--- config.mk ---
export PLATFORM = sky130hd
export DESIGN_NAME = dcount_gen
export DESIGN_NICKNAME = d
export VERILOG_FILES = /design/src/rtl/dcount_pkg.sv /design/src/rtl/dcount_step.sv /design/src/rtl/dcount_gen.sv
export SDC_FILE = /design/constraint.sdc
export NUM_CORES = 1
export LEC_CHECK = 0
export CAP_MARGIN = 20
export CORE_ASPECT_RATIO = 0.8
export CORE_UTILIZATION = 40
export CTS_BUF_LIST = sky130_fd_sc_hd__clkbuf_8
export CTS_CLUSTER_DIAMETER = 80
export DETAILED_ROUTE_END_ITERATION = 10
export PLACE_DENSITY_LB_ADDON = 0.25
export SLEW_MARGIN = 20
export SYNTH_ARGS = -nofsm -noshare
export SYNTH_HDL_FRONTEND = slang
export SYNTH_HIERARCHICAL = 1
export SYNTH_SLANG_ARGS = --single-unit
--- constraint.sdc ---
create_clock -name clk -period 3.1 [get_ports clk]
set_clock_uncertainty 0.2 [all_clocks]
set_input_delay 0.62 -clock clk [delete_from_list [all_inputs] [get_ports clk]]
set_output_delay 0.62 -clock clk [all_outputs]
set_load 0.02 [all_outputs]
--- src/rtl/dcount_pkg.sv ---
// Shared encodings and helpers for the dcount_gen loadable up/down counter.
// Every vector in this slice is declared [msb:0], so index 0 is the LSB.
package dcount_pkg;

    typedef enum logic [1:0] {
        MODE_WRAP    = 2'd0,
        MODE_SAT     = 2'd1,
        MODE_RELOAD  = 2'd2,
        MODE_ONESHOT = 2'd3
    } mode_e;

    localparam int MAX_WIDTH = 32;

    // Mask with the low 'width' bits set; callers cast it down to their own width.
    function automatic logic [MAX_WIDTH-1:0] all_ones(input int width);
        logic [MAX_WIDTH-1:0] mask_v;
        mask_v = '0;
        for (int i = 0; i < MAX_WIDTH; i++) begin
            if (i < width) begin
                mask_v[i] = 1'b1;
            end else begin
                mask_v[i] = 1'b0;
            end
        end
        return mask_v;
    endfunction

endpackage

--- src/rtl/dcount_step.sv ---
// Combinational +/-1 stepper: one half-adder ripple serves both directions
// by inverting the carry-propagate term when counting down.
module dcount_step #(
    parameter int WIDTH = 16
) (
    input  logic [WIDTH-1:0] count,
    input  logic             down,
    output logic [WIDTH-1:0] next_count,
    output logic             term
);

    logic carry_s;

    // Ripple: the carry (or borrow) out of the top bit marks the terminal value.
    always_comb begin
        carry_s    = 1'b1;
        next_count = '0;
        for (int i = 0; i < WIDTH; i++) begin
            next_count[i] = count[i] ^ carry_s;
            carry_s       = carry_s & (count[i] ^ down);
        end
        term = carry_s;
    end

endmodule

--- src/rtl/dcount_gen.sv ---
// Parametrised loadable up/down counter with reload register, four
// terminal-count modes, registered tc pulse and run/zero status.
module dcount_gen
    import dcount_pkg::*;
#(
    parameter int               WIDTH     = 16,
    parameter logic [WIDTH-1:0] RESET_VAL = '0
) (
    input  logic             clk,
    input  logic             reset,
    input  logic [WIDTH-1:0] data,
    input  logic             load,
    input  logic             ena,
    input  logic             down,
    input  logic [1:0]       mode,
    input  logic [WIDTH-1:0] rld_data,
    input  logic             rld_we,
    output logic [WIDTH-1:0] count,
    output logic             tc,
    output logic             zero,
    output logic             run
);

    localparam logic [WIDTH-1:0] ALL_ONES = WIDTH'(all_ones(WIDTH));

    logic [WIDTH-1:0] count_r;
    logic [WIDTH-1:0] reload_r;
    logic             tc_r;
    logic             run_r;

    logic [WIDTH-1:0] step_s;
    logic             term_s;
    logic [WIDTH-1:0] count_nxt_s;
    logic [WIDTH-1:0] reload_nxt_s;
    logic             tc_nxt_s;
    logic             run_nxt_s;
    mode_e            mode_s;

    assign mode_s = mode_e'(mode);

    dcount_step #(
        .WIDTH(WIDTH)
    ) u_step (
        .count     (count_r),
        .down      (down),
        .next_count(step_s),
        .term      (term_s)
    );

    // Next-state: load beats stepping; a reload write never touches count.
    always_comb begin
        count_nxt_s  = count_r;
        run_nxt_s    = run_r;
        tc_nxt_s     = 1'b0;
        reload_nxt_s = rld_we ? rld_data : reload_r;
        if (load) begin
            count_nxt_s = data;
            run_nxt_s   = 1'b1;
        end else if (ena && run_r) begin
            if (term_s) begin
                tc_nxt_s = 1'b1;
                case (mode_s)
                    MODE_WRAP:    count_nxt_s = down ? ALL_ONES : '0;
                    MODE_SAT:     count_nxt_s = count_r;
                    // Old reload value is used even if it is rewritten this cycle.
                    MODE_RELOAD:  count_nxt_s = reload_r;
                    MODE_ONESHOT: run_nxt_s   = 1'b0;
                    default:      count_nxt_s = count_r;
                endcase
            end else begin
                count_nxt_s = step_s;
            end
        end else begin
            count_nxt_s = count_r;
        end
    end

    // State registers; reset also discards any tc that was about to be shown.
    always_ff @(posedge clk or posedge reset) begin
        if (reset) begin
            count_r  <= RESET_VAL;
            reload_r <= RESET_VAL;
            tc_r     <= 1'b0;
            run_r    <= 1'b1;
        end else begin
            count_r  <= count_nxt_s;
            reload_r <= reload_nxt_s;
            tc_r     <= tc_nxt_s;
            run_r    <= run_nxt_s;
        end
    end

    assign count = count_r;
    assign tc    = tc_r;
    assign run   = run_r;
    assign zero  = (count_r == '0);

endmodule
==> out/results.ini, run 1 <==
[run_status]
outcome=completed

[synth]
synthCells=223
ys_types=39
syn_area_um2=2190
ys_ff_latch=34
seq_area_frac_synth_pct=39.0
yosys_warnings=6
synth_fp_nets=263
syn_avg_cell_area_um2=9.81

[worst_setup_path]
worst_ep_required_time_ps=2280
cpLargestDelayFamily=simple AND/OR/NAND/NOR gates
cp.arrival_ps=1950
cp_num_buf_inv=1
crit_end=zero
path_max_fanout=8
crit_type=flop to output port
rr_startpoint=count[5]
critPathLaunchType=flop
path_cells=nor4_1, and4_1, clkdlybuf4s50_1
crit_path_max_incr_delay_ps=590
reg2reg_to=count[4]
ff2ff_path_depth=8
reg2reg_slack_ps=500
end_kind=output port
cp.depth=3
startpoint=count[1]
cp_slowest_cell=clkdlybuf4s50_1

[routing]
wl_per_cell_um=15.4
wirelength_mm=5.42
route.detailed.drc=0
dr.pass1.iters=6
via_per_inst=5.56
ant_nets=0
drt_iter0_drc=189
vias=1952

[sta]
finalCriticalPeriod_ps=2770
maxSlewHeadroom_pct=54.9
grt_setup_unrepaired=false
finalSetupViolCount=0
clock.fmax_mhz=361
worst_slack_ps=330
maxSlewViolCount=0
hold_viol_final=0
setup_tns_ps=0
worstMarginPinSlew_ps=674
min_period_over_period_pct=89.3

[clocking]
clockRootBuffer=clkbuf_8
path_clk_slew_ps=70
cts_tree=done
cts.sinks=34
postCtsHoldBufs=0
postCtsSetupRepairBufs=0
clock_path_buffers=2
h-tree-depth=2
cts_buffers=5
insertion_delay_ps=280

[floorplan]
die_area_um2=5770
start_util_pct=42.7
die_h_um=68.1
core_um2=5120
io_pins=59
die_w_um=84.7
num_rows=23

[cells_and_area]
drive_gt1_share_pct=18.0
nets=328
fill_cells=455
diodes=0
area_growth_pct=35.2

[placed_design]
io_buffers=58
place_congestion=0.820
dp_hpwl_mm=4.03
post-place-ws_ps=-226

[hold_path]
holdPathStages=1
hp-class=flop to flop
hold_start=reload_r[6]

[flow_run]
cap_violations=0

[pwr]
ir_worst_vdd_v=0.000265
p_leak_uw=0.00121
powerDensity_nw_per_um2=435

[global_routing]
grt_max_degree=35
grt_pass1_wl_mm=8.91
grt_pass1_vias=1739
grt_usage_pct=20.3
antenna_found_initial=0
grt_overflow=0

[report_power, final]
part           switching [uW]  internal [uW]
sequential               71.6            495
combinational             181            221
clock                     165            152
total                     417            869
[through the flow]
stage / std cells / total power [uW] / cell area [um2] / util (%) / hold slack [ps]
floorplan: 223 / 797 / 2190 / - / 272
global placement: 343 / 969 / 2860 / 55.9 / 283
detailed placement: 343 / 976 / 2860 / 55.9 / 290
CTS: 351 / 1290 / 2950 / 57.5 / 306
global route: 351 / 1360 / 2960 / 57.7 / 318
finish: 351 / 1290 / 2960 / 57.7 / 299
[synthesized netlist by cell type, drive strengths merged]
| cell type | count | area (um2) |
|---|---|---|
| dfrtp | 33 | 826 |
| nor2 | 19 | 73.8 |
| o21ai | 19 | 95.1 |
| and3 | 17 | 106 |
| a31oi | 16 | 106 |
| mux2 | 16 | 180 |
| a22oi | 15 | 113 |
| buf | 15 | 106 |
| xnor2 | 14 | 123 |
| nand2 | 11 | 41.3 |
| nand3 | 5 | 25.0 |
| xor2 | 5 | 43.8 |
| nand4 | 4 | 25.0 |
| nand4b | 4 | 35.0 |
| nor4 | 4 | 25.0 |
| inv | 3 | 11.3 |
| mux2i | 3 | 58.8 |
| nor3b | 3 | 22.5 |
| or4b | 3 | 37.5 |
| a21oi | 2 | 10.0 |
| or3b | 2 | 17.5 |
| a21boi | 1 | 18.8 |
| a21o | 1 | 7.51 |
| a31o | 1 | 8.76 |
| and2b | 1 | 8.76 |
| and4 | 1 | 8.76 |
| dfstp | 1 | 26.3 |
| nand2b | 1 | 6.26 |
| nor2b | 1 | 6.26 |
| o22ai | 1 | 6.26 |
| o31ai | 1 | 7.51 |
[cell families after synthesis]
family,count (synthesis),synth area share [%]
mux,19,10.9
compound gates,57,17.0
buf+inv,18,5.38
xor+xnor,19,7.61
simple gates,76,20.1
flops,34,39.0
[state kept, by name (all words and copies together) (netlist names)]
signal / flops
reload_r: 16
count: 16
tc: 1
run: 1
[worst min-delay path by stage]
stage              endpoint  slack (ps)
2_1_floorplan  reload_r[10]         270
3_3_place_gp    reload_r[4]         280
3_5_place_dp    reload_r[6]         290
4_1_cts         reload_r[6]         310
5_1_grt        reload_r[12]         320
6_report        reload_r[6]         300
[repair_timing]
action / CTS / global route
endpoints found under the hold margin: 0 / 0
resized for setup: 0 / 2
setup endpoints to repair: 0 / 16
[placed cells by master, fill, tap and decap left out, types with 10 or more instances in the layout]
cell              n
xnor2_1          14
a31oi_1          15
and3_1           17
clkdlybuf4s50_1  57
a22oi_1          15
dfrtp_1          33
mux2_2           16
o21ai_1          10
buf_4            14
nand2_1          11
nor2_1           18
[layer usage]
metal  wire (um)  GRT usage [%]  part of all wire [%]  vias to the layer above
li1            -              -                     -                      960
met1        2720           30.4                    50                      921
met2        2340           30.0                    43                       67
met3         332           4.10                   6.1                        4
met4          27           4.45                  0.50                        0
met5           0              0                     0                        -
[layout make-up]
type                       count  area [um2]  share of cell area (%)
timing repair buffer          73         708                    23.9
tap                           62        77.6                    2.62
inverter                       3        11.3                   0.381
multi-input combinational    171        1230                    41.5
sequential                    34         852                    28.8
clock buffer                   5        68.8                    2.33
clock inverter                 3        13.8                   0.465
No activity file was read; power rests on OpenSTA's default activity.
==> run 2: changes to the inputs <==
==> constraint.sdc (replaced) <==
create_clock -name clk -period 3.4 [get_ports clk]
set_clock_uncertainty 0.2 [all_clocks]
set_input_delay 0.68 -clock clk [delete_from_list [all_inputs] [get_ports clk]]
set_output_delay 0.68 -clock clk [all_outputs]
set_load 0.02 [all_outputs]
==> run 2 against run 1 <==
Compared with the run above:
- clock-buffer cell count is the same
- sequential share of layout area is 0.61 points higher
- final cell count down 1.4%
- register-to-register slack better by 250 ps
- critical path depth up 7
- largest power group unchanged
==> out/results.ini, run 2 (synthesized netlist as in run 1, its figures left out) <==
[sta]
finalSetupViolCount=0  ; unchanged
clock.fmax_mhz=319
worstMarginPinSlew_ps=699  ; was 674 ps
hold_viol_final=0  ; unchanged
grt_setup_unrepaired=false  ; unchanged
maxSlewViolCount=0  ; unchanged
maxSlewHeadroom_pct=53.3  ; was 54.9%
min_period_over_period_pct=92.3
finalCriticalPeriod_ps=3140

[placed_design]
io_buffers=58  ; unchanged
place_congestion=0.817  ; was 0.820
place_area_um2=2810  ; was 2860 um2
dp_hpwl_mm=4.00  ; was 4.03 mm

[worst_setup_path]
reg2reg_slack_ps=750  ; was 500 ps
end_kind=flop  ; was output port
crit_end=count[14]  ; was zero
ff2ff_path_depth=9  ; was 8
path_max_fanout=15  ; was 8
critPathLaunchType=input port  ; was flop
cp.arrival_ps=3070  ; was 1950 ps
crit_type=input port to flop  ; was flop to output port
worst_ep_required_time_ps=3330  ; was 2280 ps
reg2reg_to=count[14]  ; was count[4]
startpoint=down  ; was count[1]
rr_startpoint=count[4]  ; was count[5]

[global_routing]
antenna_found_initial=0  ; unchanged
grt_max_degree=33  ; was 35
grt_pass1_vias=1785  ; was 1,739
grt_pass1_wl_mm=8.92  ; was 8.91 mm
grt_overflow=0  ; unchanged
grt_usage_pct=20.1  ; was 20.3%

[floorplan]
io_pins=59  ; unchanged
num_rows=23  ; unchanged
start_util_pct=42.7  ; unchanged
core_um2=5120  ; unchanged
die_area_um2=5770  ; unchanged
die_h_um=68.1  ; unchanged
die_w_um=84.7  ; unchanged

[cells_and_area]
nets=323  ; was 328
layout_common_cells=clkdlybuf4s50_1 (58), dfrtp_1 (33), nor2_1 (18), and3_1 (17), mux2_2 (16)  ; was clkdlybuf4s50_1 (57), dfrtp_1 (33), nor2_1 (18), and3_1 (17), mux2_2 (16)
multi_input_area_um2=1220  ; was 1230 um2
final_util_pct=56.5  ; was 57.7%
drive_gt1_share_pct=16.5  ; was 18.0%
area_growth_pct=32.4  ; was 35.2%
diodes=0  ; unchanged
final-seq-area_um2=852  ; unchanged
final_area_um2=2900  ; was 2960 um2
layout_commonest_cell=clkdlybuf4s50_1  ; unchanged
fill_cells=466  ; was 455

[pwr]
p_leak_uw=0.00117  ; was 0.00121 uW
powerDensity_nw_per_um2=398  ; was 435 nW/um2
ir_worst_vdd_v=0.000197  ; was 0.000265 V

[routing]
via_per_inst=5.59  ; was 5.56
route.detailed.drc=0  ; unchanged
wirelength_mm=5.42  ; about the same
drt_iter0_drc=158  ; was 189
wl_per_cell_um=15.7  ; was 15.4 um
ant_nets=0  ; unchanged
dr.pass1.iters=6  ; unchanged
vias=1935  ; was 1,952

[run_status]
outcome=completed  ; unchanged

[clocking]
ctsResizeCount=0  ; unchanged
postCtsHoldBufs=0  ; unchanged
path_clk_slew_ps=70  ; about the same
h-tree-depth=2  ; unchanged
cts_tree=done  ; unchanged
cts.sinks=34  ; unchanged
clock_path_buffers=2  ; unchanged
postCtsSetupRepairBufs=0  ; unchanged
clockRootBuffer=clkbuf_8  ; unchanged
cts_buffers=5  ; unchanged
insertion_delay_ps=280  ; about the same

[hold_path]
hp-class=flop to flop  ; unchanged

[flow_run]
cap_violations=0  ; unchanged

## run 2: cell count changes in the layout (fill, tap and decap cells not counted)
cell             before  now
buf_4                14   10
a31o_2                0    1
clkdlybuf4s50_1      57   58
buf_12                1    0
a31o_4                1    0
dlymetal6s2s_1        1    0
## run 2: where the power goes
part	switching (uW)	total (uW)	internal (uW)	leakage, uW
Sequential	76.4	528	452	0.000397
Combinational	152	343	191	0.000723
Clock	143	282	139	0.0000491
## run 2: final cells by class
type                            instances  share of cell area [%]
Tap cell                               62                    2.68
Inverter                                3                   0.389
Clock inverter                          3                   0.475
Sequential cell                        34                    29.4
Multi-Input combinational cell        171                    42.0
Clock buffer                            5                    2.38
Timing Repair Buffer                   68                    22.6
## run 2: layer usage
metal  share of wire, %  global-route usage [%]  vias up
li1                   -                       -      950
met1                 51                    29.6      918
met2                 42                    30.2       65
met3                7.2                    4.34        2
met4               0.42                    4.45        0
met5                  0                       0        -
## run 2: how the worst min path moves through the flow
stage / start / endpoint / slack, ps / depth (start not counted)
2_1_floorplan: reload_r[10] / reload_r[10] / 270 / 1
4_1_cts: reload_r[2] / reload_r[2] / 300 / 1
5_1_grt: reload_r[2] / reload_r[2] / 320 / 1
3_3_place_gp: reload_r[4] / reload_r[4] / 280 / 1
3_5_place_dp: reload_r[2] / reload_r[2] / 290 / 1
6_report: reload_r[2] / reload_r[2] / 300 / 1
## run 2: per-stage QoR
| step | setup slack, ps | total power (uW) | setup TNS (ps) | cells | hold WS (ps) |
|---|---|---|---|---|---|
| floorplan | 620 | 727 | 0 | 223 | 272 |
| global placement | -10.3 | 872 | -10.3 | 338 | 282 |
| detailed placement | -5.27 | 878 | -5.27 | 338 | 288 |
| CTS | 271 | 1160 | 0 | 346 | 304 |
| global route | 97.2 | 1220 | 0 | 346 | 320 |
| finish | 262 | 1150 | 0 | 346 | 299 |
## run 2: worst max-delay path: stages
cell and delay, ps:
clkdlybuf4s50_1 660, or4b_4 530, mux2i_4 180, nand2_1 90, nor2_1 160, buf_4 150
nor2_2 40, buf_4 210, a22oi_1 240, a31oi_1 120
==> run 3: changes to the inputs <==
--- a/config.mk
+++ b/config.mk
@@ -10,6 +10,7 @@
 export CORE_UTILIZATION = 40
 export CTS_BUF_LIST = sky130_fd_sc_hd__clkbuf_8
 export CTS_CLUSTER_DIAMETER = 80
+export CTS_CLUSTER_SIZE = 40
 export DETAILED_ROUTE_END_ITERATION = 10
 export PLACE_DENSITY_LB_ADDON = 0.25
 export SLEW_MARGIN = 20
==> results of run 3 <==
Same layout as run 2: the final DEF is identical, and so are final timing and power.
